==> src/rtl/lc3b_types.sv <==
`default_nettype none
// ============================================================================
// Module   : lc3b_types (package)
// Purpose  : Control-flow opcodes, the invalid ROB tag, and the reservation
//            entry / resolved-result structures for the branch unit.
// Revision : 1.0
// ============================================================================
package lc3b_types;

    localparam logic [3:0] CF_JUMP   = 4'd0;
    localparam logic [3:0] CF_JSR    = 4'd1;
    localparam logic [3:0] CF_JSRR   = 4'd2;
    localparam logic [3:0] CF_BRANCH = 4'd3;

    // Tags are stored at a fixed maximum width; a narrower ROB all-ones tag
    // is widened to TAG_INVALID so that "ready" is a single comparison.
    localparam int TAG_W_MAX = 8;
    typedef logic [TAG_W_MAX-1:0] tag_t;
    localparam tag_t TAG_INVALID = '1;

    typedef struct packed {
        logic        busy;
        logic [3:0]  op;
        logic [15:0] pc;
        logic [15:0] vj;
        logic [15:0] vk;
        tag_t        qj;
        tag_t        qk;
        tag_t        dest;
        logic        pred;
        logic [3:0]  age;
    } entry_t;

    typedef struct packed {
        logic        taken;
        logic [15:0] target;
        logic [15:0] value;
        logic        update_pc;
        logic [15:0] new_pc;
    } res_t;

    function automatic tag_t widen_tag(input tag_t t, input int w);
        return (t == tag_t'((1 << w) - 1)) ? TAG_INVALID : t;
    endfunction

endpackage
`default_nettype wire

==> src/rtl/cf_resolve.sv <==
`default_nettype none
// ============================================================================
// Module   : cf_resolve
// Purpose  : Combinational control-flow resolution (direction, target, link).
//            BRANCH_PREDICTION_EN: redirect only on mispredict.
// Revision : 1.0
// ============================================================================
module cf_resolve
    import lc3b_types::*;
(
    input  logic [3:0]  i_op,
    input  logic [15:0] i_pc,
    input  logic [15:0] i_vj,
    input  logic [15:0] i_vk,
`ifdef BRANCH_PREDICTION_EN
    input  logic        i_pred,
`endif
    output res_t        o_res
);

    logic [15:0] w_pc2;
    logic [15:0] w_br_off;
    logic        w_br_taken;

    always_comb begin
        w_pc2      = i_pc + 16'd2;
        w_br_off   = {{6{i_vk[8]}}, i_vk[8:0], 1'b0};
        w_br_taken = (i_vk[11] & i_vj[15])
                   | (i_vk[10] & (i_vj == 16'd0))
                   | (i_vk[9] & ~i_vj[15] & (i_vj != 16'd0));
        o_res = '0;
        case (i_op)
            CF_JUMP: begin
                o_res.taken  = 1'b1;
                o_res.target = i_vj;
            end
            CF_JSR: begin
                o_res.taken  = 1'b1;
                o_res.target = w_pc2 + i_vj;
                o_res.value  = w_pc2;
            end
            CF_JSRR: begin
                o_res.taken  = 1'b1;
                o_res.target = i_vj;
                o_res.value  = w_pc2;
            end
            CF_BRANCH: begin
                o_res.taken  = w_br_taken;
                o_res.target = w_pc2 + w_br_off;
            end
            default: ;
        endcase
        o_res.new_pc = o_res.taken ? o_res.target : w_pc2;
`ifdef BRANCH_PREDICTION_EN
        o_res.update_pc = o_res.taken ^ i_pred;
`else
        o_res.update_pc = o_res.taken;
`endif
    end

endmodule
`default_nettype wire

==> src/rtl/branch_exec_unit.sv <==
`default_nettype none
// ============================================================================
// Module   : branch_exec_unit
// Purpose  : Control-flow reservation stations with CDB wakeup, oldest-ready
//            select and a one-deep result register. Macro: BRANCH_PREDICTION_EN.
// Revision : 1.0
// ============================================================================
module branch_exec_unit
    import lc3b_types::*;
#(
    parameter int NUM_STATIONS = 4,
    parameter int ROB_ID_W     = 4
) (
    input  logic                              clk,
    input  logic                              rst_n,
    input  logic                              flush,
    input  logic                              issue_valid,
    output logic                              issue_ready,
    input  logic [3:0]                        issue_op,
    input  logic [15:0]                       issue_pc,
    input  logic [15:0]                       issue_vj,
    input  logic [15:0]                       issue_vk,
    input  logic [ROB_ID_W-1:0]               issue_qj,
    input  logic [ROB_ID_W-1:0]               issue_qk,
    input  logic [ROB_ID_W-1:0]               issue_dest,
    input  logic                              issue_pred,
    input  logic                              cdb_valid,
    input  logic [ROB_ID_W-1:0]               cdb_tag,
    input  logic [15:0]                       cdb_value,
    output logic                              out_valid,
    input  logic                              out_ready,
    output logic [ROB_ID_W-1:0]               out_dest,
    output logic [15:0]                       out_value,
    output logic                              out_update_pc,
    output logic [15:0]                       out_new_pc,
    output logic                              cf_update,
    output logic [15:0]                       cf_pc,
    output logic [15:0]                       cf_target,
    output logic [3:0]                        cf_op,
    output logic                              cf_taken,
    output logic [$clog2(NUM_STATIONS+1)-1:0] occupancy
);

    localparam int OCC_W = $clog2(NUM_STATIONS + 1);
    localparam int IDX_W = (NUM_STATIONS > 1) ? $clog2(NUM_STATIONS) : 1;

    entry_t ent_q [NUM_STATIONS];
    entry_t ent_d [NUM_STATIONS];
    logic                out_valid_q, out_valid_d;
    res_t                res_q, res_d;
    logic [ROB_ID_W-1:0] dest_q, dest_d;
    logic [15:0]         pc_q, pc_d;
    logic [3:0]          op_q, op_d;

    logic [NUM_STATIONS-1:0] w_rdy;
    logic [OCC_W-1:0]        w_occ;
    logic                    w_sel_found, w_sel_fire, w_alloc_found, w_issue_fire;
    logic [IDX_W-1:0]        w_sel_idx, w_alloc_idx;
    logic [3:0]              w_sel_age;
    tag_t                    w_cdb_tag;
    entry_t                  w_new_ent;
    res_t                    w_res;

    // Occupancy, oldest-ready select (smallest age) and lowest free slot.
    always_comb begin
        w_rdy         = '0;
        w_occ         = '0;
        w_sel_found   = 1'b0;
        w_sel_idx     = '0;
        w_sel_age     = '0;
        w_alloc_found = 1'b0;
        w_alloc_idx   = '0;
        for (int i = 0; i < NUM_STATIONS; i++) begin
            w_rdy[i] = ent_q[i].busy && (ent_q[i].qj == TAG_INVALID) && (ent_q[i].qk == TAG_INVALID);
            if (ent_q[i].busy) w_occ = w_occ + OCC_W'(1);
            if (w_rdy[i] && (!w_sel_found || (ent_q[i].age < w_sel_age))) begin
                w_sel_found = 1'b1;
                w_sel_idx   = IDX_W'(i);
                w_sel_age   = ent_q[i].age;
            end
            if (!ent_q[i].busy && !w_alloc_found) begin
                w_alloc_found = 1'b1;
                w_alloc_idx   = IDX_W'(i);
            end
        end
        issue_ready  = (w_occ < OCC_W'(NUM_STATIONS));
        w_issue_fire = issue_valid && issue_ready;
        w_sel_fire   = w_sel_found && (!out_valid_q || out_ready);
        w_cdb_tag    = widen_tag(tag_t'(cdb_tag), ROB_ID_W);
    end

    // Incoming entry, including a same-cycle CDB bypass on either operand.
    always_comb begin
        w_new_ent      = '0;
        w_new_ent.busy = 1'b1;
        w_new_ent.op   = issue_op;
        w_new_ent.pc   = issue_pc;
        w_new_ent.vj   = issue_vj;
        w_new_ent.vk   = issue_vk;
        w_new_ent.qj   = widen_tag(tag_t'(issue_qj), ROB_ID_W);
        w_new_ent.qk   = widen_tag(tag_t'(issue_qk), ROB_ID_W);
        w_new_ent.dest = tag_t'(issue_dest);
`ifdef BRANCH_PREDICTION_EN
        w_new_ent.pred = issue_pred;
`else
        w_new_ent.pred = 1'b0;
`endif
        w_new_ent.age  = 4'(w_occ - OCC_W'(w_sel_fire));
        if (cdb_valid && (w_new_ent.qj != TAG_INVALID) && (w_new_ent.qj == w_cdb_tag)) begin
            w_new_ent.vj = cdb_value;
            w_new_ent.qj = TAG_INVALID;
        end
        if (cdb_valid && (w_new_ent.qk != TAG_INVALID) && (w_new_ent.qk == w_cdb_tag)) begin
            w_new_ent.vk = cdb_value;
            w_new_ent.qk = TAG_INVALID;
        end
    end

    always_comb begin
        ent_d = ent_q;
        for (int i = 0; i < NUM_STATIONS; i++) begin
            if (ent_q[i].busy && cdb_valid) begin
                if ((ent_q[i].qj != TAG_INVALID) && (ent_q[i].qj == w_cdb_tag)) begin
                    ent_d[i].vj = cdb_value;
                    ent_d[i].qj = TAG_INVALID;
                end
                if ((ent_q[i].qk != TAG_INVALID) && (ent_q[i].qk == w_cdb_tag)) begin
                    ent_d[i].vk = cdb_value;
                    ent_d[i].qk = TAG_INVALID;
                end
            end
            // Survivors younger than the departing entry close the age gap.
            if (w_sel_fire) begin
                if (IDX_W'(i) == w_sel_idx) begin
                    ent_d[i] = '0;
                end else if (ent_q[i].busy && (ent_q[i].age > w_sel_age)) begin
                    ent_d[i].age = ent_q[i].age - 4'd1;
                end
            end
        end
        if (w_issue_fire) ent_d[w_alloc_idx] = w_new_ent;
        if (flush) begin
            for (int i = 0; i < NUM_STATIONS; i++) ent_d[i] = '0;
        end
    end

    cf_resolve u_cf_resolve (
        .i_op   (ent_q[w_sel_idx].op),
        .i_pc   (ent_q[w_sel_idx].pc),
        .i_vj   (ent_q[w_sel_idx].vj),
        .i_vk   (ent_q[w_sel_idx].vk),
`ifdef BRANCH_PREDICTION_EN
        .i_pred (ent_q[w_sel_idx].pred),
`endif
        .o_res  (w_res)
    );

    always_comb begin
        out_valid_d = out_valid_q;
        res_d       = res_q;
        dest_d      = dest_q;
        pc_d        = pc_q;
        op_d        = op_q;
        if (w_sel_fire) begin
            out_valid_d = 1'b1;
            res_d       = w_res;
            dest_d      = ent_q[w_sel_idx].dest[ROB_ID_W-1:0];
            pc_d        = ent_q[w_sel_idx].pc;
            op_d        = ent_q[w_sel_idx].op;
        end else if (out_ready) begin
            out_valid_d = 1'b0;
        end
        if (flush) out_valid_d = 1'b0;
    end

    always_ff @(posedge clk or negedge rst_n) begin
        if (!rst_n) begin
            for (int i = 0; i < NUM_STATIONS; i++) ent_q[i] <= '0;
            out_valid_q <= 1'b0;
            res_q       <= '0;
            dest_q      <= '0;
            pc_q        <= '0;
            op_q        <= '0;
        end else begin
            ent_q       <= ent_d;
            out_valid_q <= out_valid_d;
            res_q       <= res_d;
            dest_q      <= dest_d;
            pc_q        <= pc_d;
            op_q        <= op_d;
        end
    end

    assign occupancy     = w_occ;
    assign out_valid     = out_valid_q;
    assign out_dest      = dest_q;
    assign out_value     = res_q.value;
    assign out_update_pc = res_q.update_pc;
    assign out_new_pc    = res_q.new_pc;
    assign cf_update     = out_valid_q && out_ready;
    assign cf_pc         = pc_q;
    assign cf_target     = res_q.target;
    assign cf_op         = op_q;
    assign cf_taken      = res_q.taken;

endmodule
`default_nettype wire

==> config.mk <==
export PLATFORM = sky130hd
export DESIGN_NAME = branch_exec_unit
export DESIGN_NICKNAME = d
export VERILOG_FILES = /design/src/rtl/lc3b_types.sv /design/src/rtl/cf_resolve.sv /design/src/rtl/branch_exec_unit.sv
export SDC_FILE = /design/constraint.sdc
export NUM_CORES = 1
export LEC_CHECK = 0
export BUFFER_PORTS_ARGS = -buffer_cell sky130_fd_sc_hd__buf_2
export CAP_MARGIN = 40
export CORE_ASPECT_RATIO = 0.5
export CORE_MARGIN = 1
export CORE_UTILIZATION = 39
export DETAILED_ROUTE_END_ITERATION = 10
export HOLD_SLACK_MARGIN = 0.12
export PLACE_DENSITY = 0.61
export SETUP_SLACK_MARGIN = 0.02
export SLEW_MARGIN = 20
export SYNTH_ARGS = -nofsm -noshare
export SYNTH_HDL_FRONTEND = slang
export SYNTH_SLANG_ARGS = --single-unit
export TNS_END_PERCENT = 1
==> constraint.sdc <==
create_clock -name clk -period 15.7 [get_ports clk]
set_clock_uncertainty 0.1 [all_clocks]
set_input_delay 0.785 -clock clk [delete_from_list [all_inputs] [get_ports clk]]
set_output_delay 0.785 -clock clk [all_outputs]
set_load 0.005 [all_outputs]
==> impl_summary.log <==
[metrics] FP Rows: 61
[metrics] Switching Share: 27.2%
[metrics] library cells used by synthesis: 86
[metrics] via count of the first global-routing pass: 20000
[metrics] flop and latch count out of synthesis: 366
[metrics] max-cap violations: 0
[metrics] routed wirelength normalized by instance count: 23.0 um
[metrics] Clock Tree Buf Depth: 3
[metrics] number of clock buffers inserted by TritonCTS: 38
[metrics] Final Slew Violations: 0
[metrics] initial antenna violation count: 4
[metrics] worst hold slack: 200 ps
[metrics] met3 Track Usage GR: 5.24%
[metrics] antenna viol nets, final: 0
[metrics] Max IR drop VDD: 0.0666 mV
[metrics] met2 Usage GRT: 42.6%
[metrics] Skew-Pair Late Insertion Delay: 570 ps
[metrics] initial core utilization: 40.0%
[metrics] time the worst path needs with I/O delays and setup: 11730 ps
[metrics] P_sw: 0.621 mW
[metrics] Crit path top cell by count: sky130_fd_sc_hd__o21ai_0
[metrics] hold-fix buffers at CTS: 0
[metrics] category of the most critical setup path: register to register
[metrics] fraction of registers with async set or reset after synthesis: 100%
[metrics] P per Cell Area: 89.0 nW/um2
[metrics] final net count: 2907
[metrics] Power Internal: 1.66 mW
[metrics] DP Wirelength: 53.1 mm
[metrics] router iterations before antenna repair: 9
[metrics] kind of start point of the critical path: register
[metrics] Mean Syn Cell Area: 8.36 um2
[metrics] tightest slew margin relative to the limit: 28.5%
[metrics] transition time at the pin with the least slew margin: 1070 ps
[metrics] fraction of layout cells with a size suffix above 1: 14.0%
[metrics] maximum achievable frequency: 0.0852 GHz
[metrics] floorplan die height: 172 um
[metrics] crit share post-route: 74.7%
[metrics] outcome: complete, but fails checks
[metrics] violated checks: DRC
[metrics] Synth Warn #: 0
[metrics] routed vias/inst: 6.03
[metrics] clock-pin slew on the worst setup and hold paths: 70 ps
[metrics] input/output buffers: 165
[metrics] count of buffers added by post-CTS timing repair for setup: 0
[metrics] GP Congestion: 0.908
[metrics] Comb power frac: 12.2%
[metrics] CTS tree: built
[metrics] first-pass GRT wire length: 122 mm
[metrics] sequential fraction of the synthesis area: 40.6%
[metrics] placeable core area: 56300 um2
[metrics] count of vias placed by the detailed router: 21300
[metrics] post-synth net total: 2855
[metrics] leakage: 11.1 nW
[metrics] Clock Sinks: 366
[metrics] final hold vios: 0
[metrics] highest net fanout along the worst path: 32
[metrics] die footprint: 58800 um2
[metrics] initial DRC count: 2527
[metrics] post-synthesis cell area: 22500 um2
[metrics] worst path required time: 16100 ps
[metrics] Max H-tree Level: 2
[metrics] Post-synth EDFFs: 0
[metrics] arrival time at the worst endpoint: 12130 ps
[metrics] setup repair after global routing missed its margin: false
[metrics] CTS resizes: 0
[metrics] area grow syn2layout: 13.9%
[metrics] global-route track usage on met1: 37.6%
[metrics] DRC violations left: 10
[metrics] slowest stage cell, crit path: sky130_fd_sc_hd__xnor2_1
[metrics] width of the die: 342 um
[metrics] class of the tightest hold or removal check: input port to async pin
[metrics] largest net degree at the start of global routing: 173
[metrics] fill cell count: 5495
[metrics] Total Routing Usage GR: 27.0%
[metrics] highest-utilization routing layer at the global route stage: met2
[metrics] number of endpoints failing setup at the final stage: 0
[metrics] io pins: 171
[metrics] Primary FF master, synth: sky130_fd_sc_hd__dfrtp_1
[metrics] sequential cell fraction of total power: 42.8%
[metrics] largest incremental delay on the critical path: 630 ps
[metrics] aggregate global routing overflow: 0
[metrics] cell at the root of the clock tree: sky130_fd_sc_hd__clkbuf_16
[metrics] type of element capturing the critical path: register
[metrics] setup_tns: 0 ps
[metrics] relative contribution of the clock network to total power: 44.9%
[metrics] synthesized instance count: 2696
[metrics] total wire length: 81.2 mm
==> placed cells by master (no fill, tap or decap), drive strengths merged, types with 8 or more instances in the layout <==
cell and n:
dfrtp 366, a21oi 361, nand2 311, nor2 250
buf 228, o21ai 164, nor3 156, nand3 133
mux2i 124, ha 66, inv 55, xnor2 52
o211ai 51, clkbuf 51, nand4 36, xor2 33
mux2 29, nor4 29, a31oi 18, o31ai 15
and2 15, nand2b 14, a22o 14, a211oi 12
o221a 12, nor2b 12, and3 10, a21boi 10
a21o 9, and4 9, or2 9, o21a 8
o22ai 8, bufinv 8, or4 8
==> stage by stage <==
step | area (um2) | setup WS (ps) | power (mW) | util [%] | instances
after floorplan | 22500 | 4230 | 1.16 | - | 2696
after global routing | 25700 | 3150 | 2.36 | 45.6 | 3534
after CTS | 25600 | 4150 | 2.29 | 45.5 | 3529
after global placement | 24000 | 4300 | 1.26 | 42.5 | 3446
after detailed placement | 24200 | 4190 | 1.27 | 43.0 | 3461
final | 25700 | 3970 | 2.29 | 45.6 | 3534
==> final cells by class <==
class                           instances  area, um2  share of cell area (%)
Clock buffer                           50       1060                    4.11
Sequential cell                       366       9160                    35.7
Timing Repair Buffer                  229       1540                    6.00
Multi-Input combinational cell       2061      12500                    48.5
Tap cell                              756        946                    3.68
Inverter                               52        195                   0.760
Clock inverter                         18        320                    1.25
Antenna cell                            2       5.00                  0.0195
==> state kept, by name, summed over array words and instances (netlist names) <==
register and flops:
cf_op 4, cf_pc 16, cf_target 16, ent_q 292, out_dest 4, out_new_pc 16
out_update_pc 1, out_valid 1, out_value 16
==> worst paths after layout <==
path / start / to / slack (ps) / depth (start not counted)
max reg2reg: ent_q[268]$_DFF_PN0_ / cf_target[15]$_DFFE_PN0P_ / 3970 / 48
min in group clk: cf_target[8]$_DFFE_PN0P_ / cf_target[8]$_DFFE_PN0P_ / 370 / 2
max: ent_q[268]$_DFF_PN0_ / cf_target[15]$_DFFE_PN0P_ / 3970 / 48
max in group asynchronous: rst_n / out_value[9]$_DFFE_PN0P_ / 13710 / 2
min reg2reg: cf_target[8]$_DFFE_PN0P_ / cf_target[8]$_DFFE_PN0P_ / 370 / 2
min: rst_n / ent_q[253]$_DFF_PN0_ / 200 / 1
==> routing by layer <==
metal	up-vias	part of all wire, %
met5	-	0
met4	0	2.1
met3	131	9.3
met2	958	45
met1	10500	43
li1	9757	-
==> kinds of logic (layout without fill, tap and decap cells) <==
logic type                 after synthesis  count (layout)  synth area share (%)
adders and majority gates               68              68                  3.84
and+or+nand+nor                       1004            1004                  20.5
muxes                                  153             153                  6.96
DFF                                    366             366                  40.6
buffers and inverters                  269             349                  4.69
xor gates and xnor gates                85              85                  3.34
AOI/OAI and AO/OA                      751             751                  20.0
other                                    0               2                     0
==> critical path, delay by kind of cell, from the launching register on <==
| kind | cells | cell delay (ps) |
|---|---|---|
| XOR/XNOR | 1 | 630 |
| adder cells (fa/ha/maj) | 5 | 1570 |
| flip-flops | 1 | 400 |
| AND/OR/NAND/NOR | 14 | 2500 |
| buffers and inverters | 7 | 1520 |
| AO/OA/AOI/OAI | 21 | 4910 |
==> Yosys cell counts (33+ instances only) <==
library cell / instances / area share, %
sky130_fd_sc_hd__o21ai_0: 157 / 3.5
sky130_fd_sc_hd__xnor2_1: 51 / 2.0
sky130_fd_sc_hd__a21oi_1: 361 / 8.0
sky130_fd_sc_hd__nand3_1: 133 / 3.0
sky130_fd_sc_hd__inv_1: 50 / 0.83
sky130_fd_sc_hd__mux2i_1: 124 / 5.5
sky130_fd_sc_hd__nor3_1: 154 / 3.4
sky130_fd_sc_hd__o211ai_1: 51 / 1.7
sky130_fd_sc_hd__clkbuf_1: 182 / 3.0
sky130_fd_sc_hd__nand2_1: 310 / 5.2
sky130_fd_sc_hd__ha_1: 66 / 3.7
sky130_fd_sc_hd__nand4_1: 34 / 0.94
sky130_fd_sc_hd__nor2_1: 249 / 4.1
sky130_fd_sc_hd__xor2_1: 33 / 1.3
sky130_fd_sc_hd__dfrtp_1: 366 / 41
==> power by group through the flow <==
stage	combinational (mW)	clock (mW)	sequential, mW
floorplan	0.167	0	0.992
global placement	0.266	0	0.995
detailed placement	0.275	0	0.996
CTS	0.276	1.04	0.978
global route	0.304	1.07	0.980
finish	0.280	1.03	0.978
No activity file was read; power rests on OpenSTA's default activity.
